==> src/rtl/fetch_pkg.sv <==
// Shared types for the instruction fetch unit: reset PC, fetch FSM states
// and the fetch-buffer entry layout.
package fetch_pkg;

    localparam logic [31:0] RESET_PC_DEFAULT = 32'h0040_0000;

    typedef enum logic [1:0] {
        IDLE = 2'd0,
        WAIT = 2'd1,
        DROP = 2'd2
    } fetch_state_e;

    typedef struct packed {
        logic [31:0] pc;
        logic [31:0] inst;
    } fetch_entry_t;

    // Instruction addresses are word aligned; the low two bits are forced to 0.
    function automatic logic [31:0] word_align(input logic [31:0] a);
        return a & 32'hFFFF_FFFC;
    endfunction

endpackage

==> src/rtl/fetch_fifo.sv <==
// In-order fetch buffer holding {pc, inst} entries; push and pop may coincide
// at any fill level, and flush empties it at the next edge.
module fetch_fifo
    import fetch_pkg::*;
#(
    parameter int DEPTH = 2
) (
    input  logic                         clk,
    input  logic                         rst,
    input  logic                         push,
    input  logic                         pop,
    input  logic                         flush,
    input  fetch_entry_t                 wdata,
    output fetch_entry_t                 rdata,
    output logic [$clog2(DEPTH+1)-1:0]   count,
    output logic                         full,
    output logic                         empty
);

    localparam int PW = $clog2(DEPTH);
    localparam int CW = $clog2(DEPTH+1);

    fetch_entry_t mem [DEPTH];
    logic [PW-1:0] rd_ptr, wr_ptr;
    logic          do_push, do_pop;

    function automatic logic [PW-1:0] ptr_inc(input logic [PW-1:0] p);
        return (p == PW'(DEPTH-1)) ? '0 : p + PW'(1);
    endfunction

    assign full    = (count == CW'(DEPTH));
    assign empty   = (count == '0);
    assign do_pop  = pop && !empty;
    // A push into a full buffer is only legal when the head leaves in the same cycle.
    assign do_push = push && (!full || do_pop);
    assign rdata   = mem[rd_ptr];

    always_ff @(posedge clk) begin
        if (rst || flush) begin
            rd_ptr <= '0;
            wr_ptr <= '0;
            count  <= '0;
        end else begin
            if (do_push) wr_ptr <= ptr_inc(wr_ptr);
            if (do_pop)  rd_ptr <= ptr_inc(rd_ptr);
            count <= count + CW'(do_push) - CW'(do_pop);
        end
    end

    always_ff @(posedge clk) begin
        if (!rst && !flush && do_push) mem[wr_ptr] <= wdata;
    end

endmodule

==> src/rtl/inst_fetch.sv <==
// Instruction fetch: issues one word request at a time, tracks the single
// outstanding response, and buffers returned instructions for decode.
module inst_fetch
    import fetch_pkg::*;
#(
    parameter logic [31:0] RESET_PC = RESET_PC_DEFAULT,
    parameter int          DEPTH    = 2
) (
    input  logic        clk,
    input  logic        rst,
    input  logic [31:0] pc_cur,
    output logic [31:0] pc_next,
    output logic        imem_req,
    output logic [31:0] imem_addr,
    input  logic        imem_gnt,
    input  logic        imem_rvalid,
    input  logic [31:0] imem_rdata,
    output logic        inst_valid,
    input  logic        inst_ready,
    output logic [31:0] inst_out,
    output logic [31:0] inst_pc,
    input  logic        redirect_valid,
    input  logic [31:0] redirect_pc
);

    localparam int CW = $clog2(DEPTH+1);

    fetch_state_e  state, state_nxt;
    logic [31:0]   req_pc;
    logic          grant;
    logic          push, pop, full, empty;
    logic [CW-1:0] fifo_cnt;
    fetch_entry_t  wdata, head;

    // Never request during a redirect, so a flushed path leaves nothing in flight.
    always_comb begin
        imem_req  = (state == IDLE) && !redirect_valid && !rst && (fifo_cnt < CW'(DEPTH));
        imem_addr = word_align(pc_cur);
        grant     = imem_req && imem_gnt;
    end

    always_comb begin
        if (rst)                 pc_next = RESET_PC;
        else if (redirect_valid) pc_next = word_align(redirect_pc);
        else if (grant)          pc_next = pc_cur + 32'd4;
        else                     pc_next = pc_cur;
    end

    always_comb begin
        state_nxt = state;
        case (state)
            IDLE: if (grant) state_nxt = WAIT;
            WAIT: begin
                if (imem_rvalid)         state_nxt = IDLE;
                else if (redirect_valid) state_nxt = DROP;
            end
            DROP: if (imem_rvalid) state_nxt = IDLE;
            default: state_nxt = IDLE;
        endcase
    end

    always_ff @(posedge clk) begin
        if (rst) begin
            state  <= IDLE;
            req_pc <= RESET_PC;
        end else begin
            state <= state_nxt;
            if (grant) req_pc <= imem_addr;
        end
    end

    // A response coinciding with a redirect belongs to the old path and is discarded.
    always_comb begin
        push  = (state == WAIT) && imem_rvalid && !redirect_valid && !rst && (!full || pop);
        pop   = inst_valid && inst_ready && !redirect_valid;
        wdata = '{pc: req_pc, inst: imem_rdata};
    end

    fetch_fifo #(.DEPTH(DEPTH)) u_fifo (
        .clk   (clk),
        .rst   (rst),
        .push  (push),
        .pop   (pop),
        .flush (redirect_valid),
        .wdata (wdata),
        .rdata (head),
        .count (fifo_cnt),
        .full  (full),
        .empty (empty)
    );

    assign inst_valid = !empty && !rst;
    assign inst_out   = head.inst;
    assign inst_pc    = head.pc;

endmodule

==> config.mk <==
export PLATFORM = sky130hd
export DESIGN_NAME = inst_fetch
export DESIGN_NICKNAME = d
export VERILOG_FILES = /design/src/rtl/fetch_pkg.sv /design/src/rtl/fetch_fifo.sv /design/src/rtl/inst_fetch.sv
export SDC_FILE = /design/constraint.sdc
export NUM_CORES = 1
export LEC_CHECK = 0
export ABC_AREA = 1
export BUFFER_PORTS_ARGS = -buffer_cell sky130_fd_sc_hd__buf_2
export CAP_MARGIN = 0
export CELL_PAD_IN_SITES_DETAIL_PLACEMENT = 0
export CELL_PAD_IN_SITES_GLOBAL_PLACEMENT = 2
export CORE_MARGIN = 1.5
export CORE_UTILIZATION = 30
export DETAILED_ROUTE_END_ITERATION = 12
export PLACE_DENSITY = 0.79
export SETUP_SLACK_MARGIN = 0.05
export SYNTH_ARGS = -nofsm -noshare
export SYNTH_HDL_FRONTEND = slang
export SYNTH_SLANG_ARGS = --single-unit
==> constraint.sdc <==
create_clock -name clk -period 5.15 [get_ports clk]
set_input_delay 0.515 -clock clk [delete_from_list [all_inputs] [get_ports clk]]
set_output_delay 0.515 -clock clk [all_outputs]
set_load 0.03 [all_outputs]
==> reports/metrics.yaml <==
clocking:
  cts_root_buffer: "clkbuf_16"
  clock-sinks: 161
  cts_resized: 0
  postCtsSetupBuffers: 0
  cts_buffer_depth: 2
  htreeDepth: 4
  cts_buffers: 17
  insertion_delay_ps: 420
  cts_tree: "yes"
  ctsHoldBuffers: 0
  clkTransAtPathRegs_ps: 60
synthesis:
  syn_area_per_cell_um2: 10.5
  yosysMostFrequentCell: "nand2_1"
  synth_area_um2: 7610
  yosys.area.top_type: "edfxtp_1"
  netlist_instances: 727
  synth_top_cell_area_share: 0.489
  yosysSeqAreaShare: 0.587
  ys_types: 36
  synthFlopType: "edfxtp_1"
  ys_ff_latch: 161
  synth.top_cells.by_count: "nand2_1, edfxtp_1, inv_1"
  synth-edff-count: 124
  synth_area_leaders: "edfxtp_1, dfxtp_1, mux2_2, nand2_1, buf_4"
  async_flop_share: 0
  yosys_warnings: 0
job:
  drv_cap: 0
worst_setup_path:
  start_kind: "register"
  cp_max_fo: 41
  worst_ep_required_time_ps: 4640
  endpoint_kind: "output port"
  cp.arrival_ps: 2610
  crit_type: "register to output port"
power:
  peakVddDrop_mv: 0.212
  p_leak_nw: 4.02
  p_per_area_nw_per_um2: 305
route:
  post_drt_wl_per_cell_um: 15.5
  ant_nets: 0
  via_per_inst: 4.44
  first_pass_iters: 4
  drc: 0
  vias: 5603
  first_iter_violations: 259
  wl_um: 19600
floorplanning:
  initial_core_util: 0.304
  die_h_um: 162
  die_w_um: 162
  row_count: 58
  dieArea_um2: 26300
  fp.coreArea_um2: 25000
  pin_count: 232
place:
  dpl-instance-area_um2: 8830
  gp_congestion: 0.778
  port_buffers: 225
  hpwl_um: 14300
sta:
  finalSetupTns_ps: 0
  slew_violations: 0
  period_needed_ps: 3120
  slew-limit-headroom: 0.326
  rsz0062_at_grt: "no"
  setup_viol: 0
  finalCritPeriodShare: 0.606
  max_freq_mhz: 320
  worst_pin_slew_ps: 1010
  timing.hold.ws_ps: 279
  finalHoldViolCount: 0
  finClkSkew_ps: 8.20
global_routing:
  antenna_found_initial: 0
  grt_pass1_vias: 5373
  grt_max_degree: 48
  grt_pass1_wl_um: 30000
  grt_overflow: 0
  grt_usage: 0.151
hold_path:
  hp-class: "input pin to register"
final_layout:
  nNetsFinal: 1023
  area_growth_pct: 23.2
  diodes: 0
  layout-drive-gt1-share: 0.363
  stdcell_area_um2: 9380
  fill_cells: 2550
run_status:
  status: "finished clean"
logic make-up after synthesis:
| kind of cell | after synthesis | share of synthesized area |
|---|---|---|
| other cells | 1 | 0.000493 |
| buf+inv | 131 | 0.0868 |
| xor+xnor | 5 | 0.00576 |
| compound gates | 83 | 0.0576 |
| fa+ha+maj | 2 | 0.00329 |
| flops | 161 | 0.587 |
| simple gates | 282 | 0.168 |
| mux | 62 | 0.0918 |
flip-flops by register name (all words and copies together), names as in the netlist, named ones only:
signal,cells
u_fifo.rd_ptr,1
u_fifo.count,2
req_pc,30
u_fifo.wr_ptr,1
u_fifo.mem,124
state,2
area by class of cell:
type	count	area [µm²]	area share
Clock inverter	13	116	0.0124
Multi-Input combinational cell	438	2510	0.268
Sequential cell	161	4470	0.476
Tap cell	330	413	0.0440
Clock buffer	19	433	0.0462
Inverter	69	259	0.0276
Timing Repair Buffer	232	1180	0.126
metal layers:
| metal | track usage | vias to the layer above | share of wire |
|---|---|---|---|
| met5 | 0 | - | 0 |
| met4 | 0.0575 | 0 | 0.017 |
| met3 | 0.0286 | 21 | 0.049 |
| met2 | 0.244 | 162 | 0.47 |
| met1 | 0.200 | 2587 | 0.47 |
| li1 | - | 2833 | - |
cell usage in the layout, fill, tap and decap left out, types with 2 or more instances in the layout:
cell type / synthesis / final
a211oi_1: 4 / 4
a21oi_1: 30 / 30
a31oi_1: 3 / 3
buf_2: 12 / 225
buf_4: 37 / 7
clkbuf_1: 10 / 2
clkbuf_16: 0 / 17
clkinv_1: 0 / 3
clkinv_4: 0 / 6
clkinvlp_4: 0 / 3
conb_1: 1 / 4
dfxtp_1: 37 / 36
edfxtp_1: 124 / 124
ha_1: 2 / 2
inv_1: 69 / 69
mux2_2: 62 / 62
nand2_1: 132 / 132
nand3_1: 46 / 46
nand3b_1: 5 / 5
nand4_1: 12 / 12
nor2_1: 64 / 62
nor2_2: 5 / 5
nor2_4: 5 / 7
nor3_1: 5 / 5
o211ai_1: 3 / 3
o21ai_0: 40 / 40
o21ai_1: 2 / 2
xor2_1: 4 / 4
critical path, stage by stage (launching register included):
cell and delay [ps]:
dfxtp_1 350, nor2_2 200, nand3_2 120, nor2_4 690
nand2_1 180, nor2_2 180, nand3_1 90, nand3_1 80
nand2_1 60, inv_1 50, buf_2 190
stage by stage:
stage                     instances  total power, mW  worst slack, ps   util
final                          1262             2.86             2030  0.374
after global placement         1230             1.73             2040  0.353
after floorplan                 730             1.63              953      -
after global routing           1262             2.98             1690  0.374
after CTS                      1262             2.90             1970  0.374
after detailed placement       1230             1.73             2030  0.353
where the power goes:
group	internal (mW)	switching, mW	total (mW)	leakage (nW)
Sequential	1.41	0.0104	1.42	1.48
Clock	0.663	0.496	1.16	0.256
Combinational	0.0852	0.196	0.281	2.28
worst paths after layout:
check | depth (start not counted) | slack [ps] | startpoint | end
setup reg to reg | 5 | 2820 | state[0] | u_fifo.mem[0][4]
hold / removal | 1 | 280 | imem_rdata[17] | u_fifo.mem[0][17]
setup / recovery | 10 | 2030 | state[0] | pc_next[31]
hold reg to reg | 0 | 460 | req_pc[27] | u_fifo.mem[0][57]
Note: power is estimated with default switching activity, not from simulation.
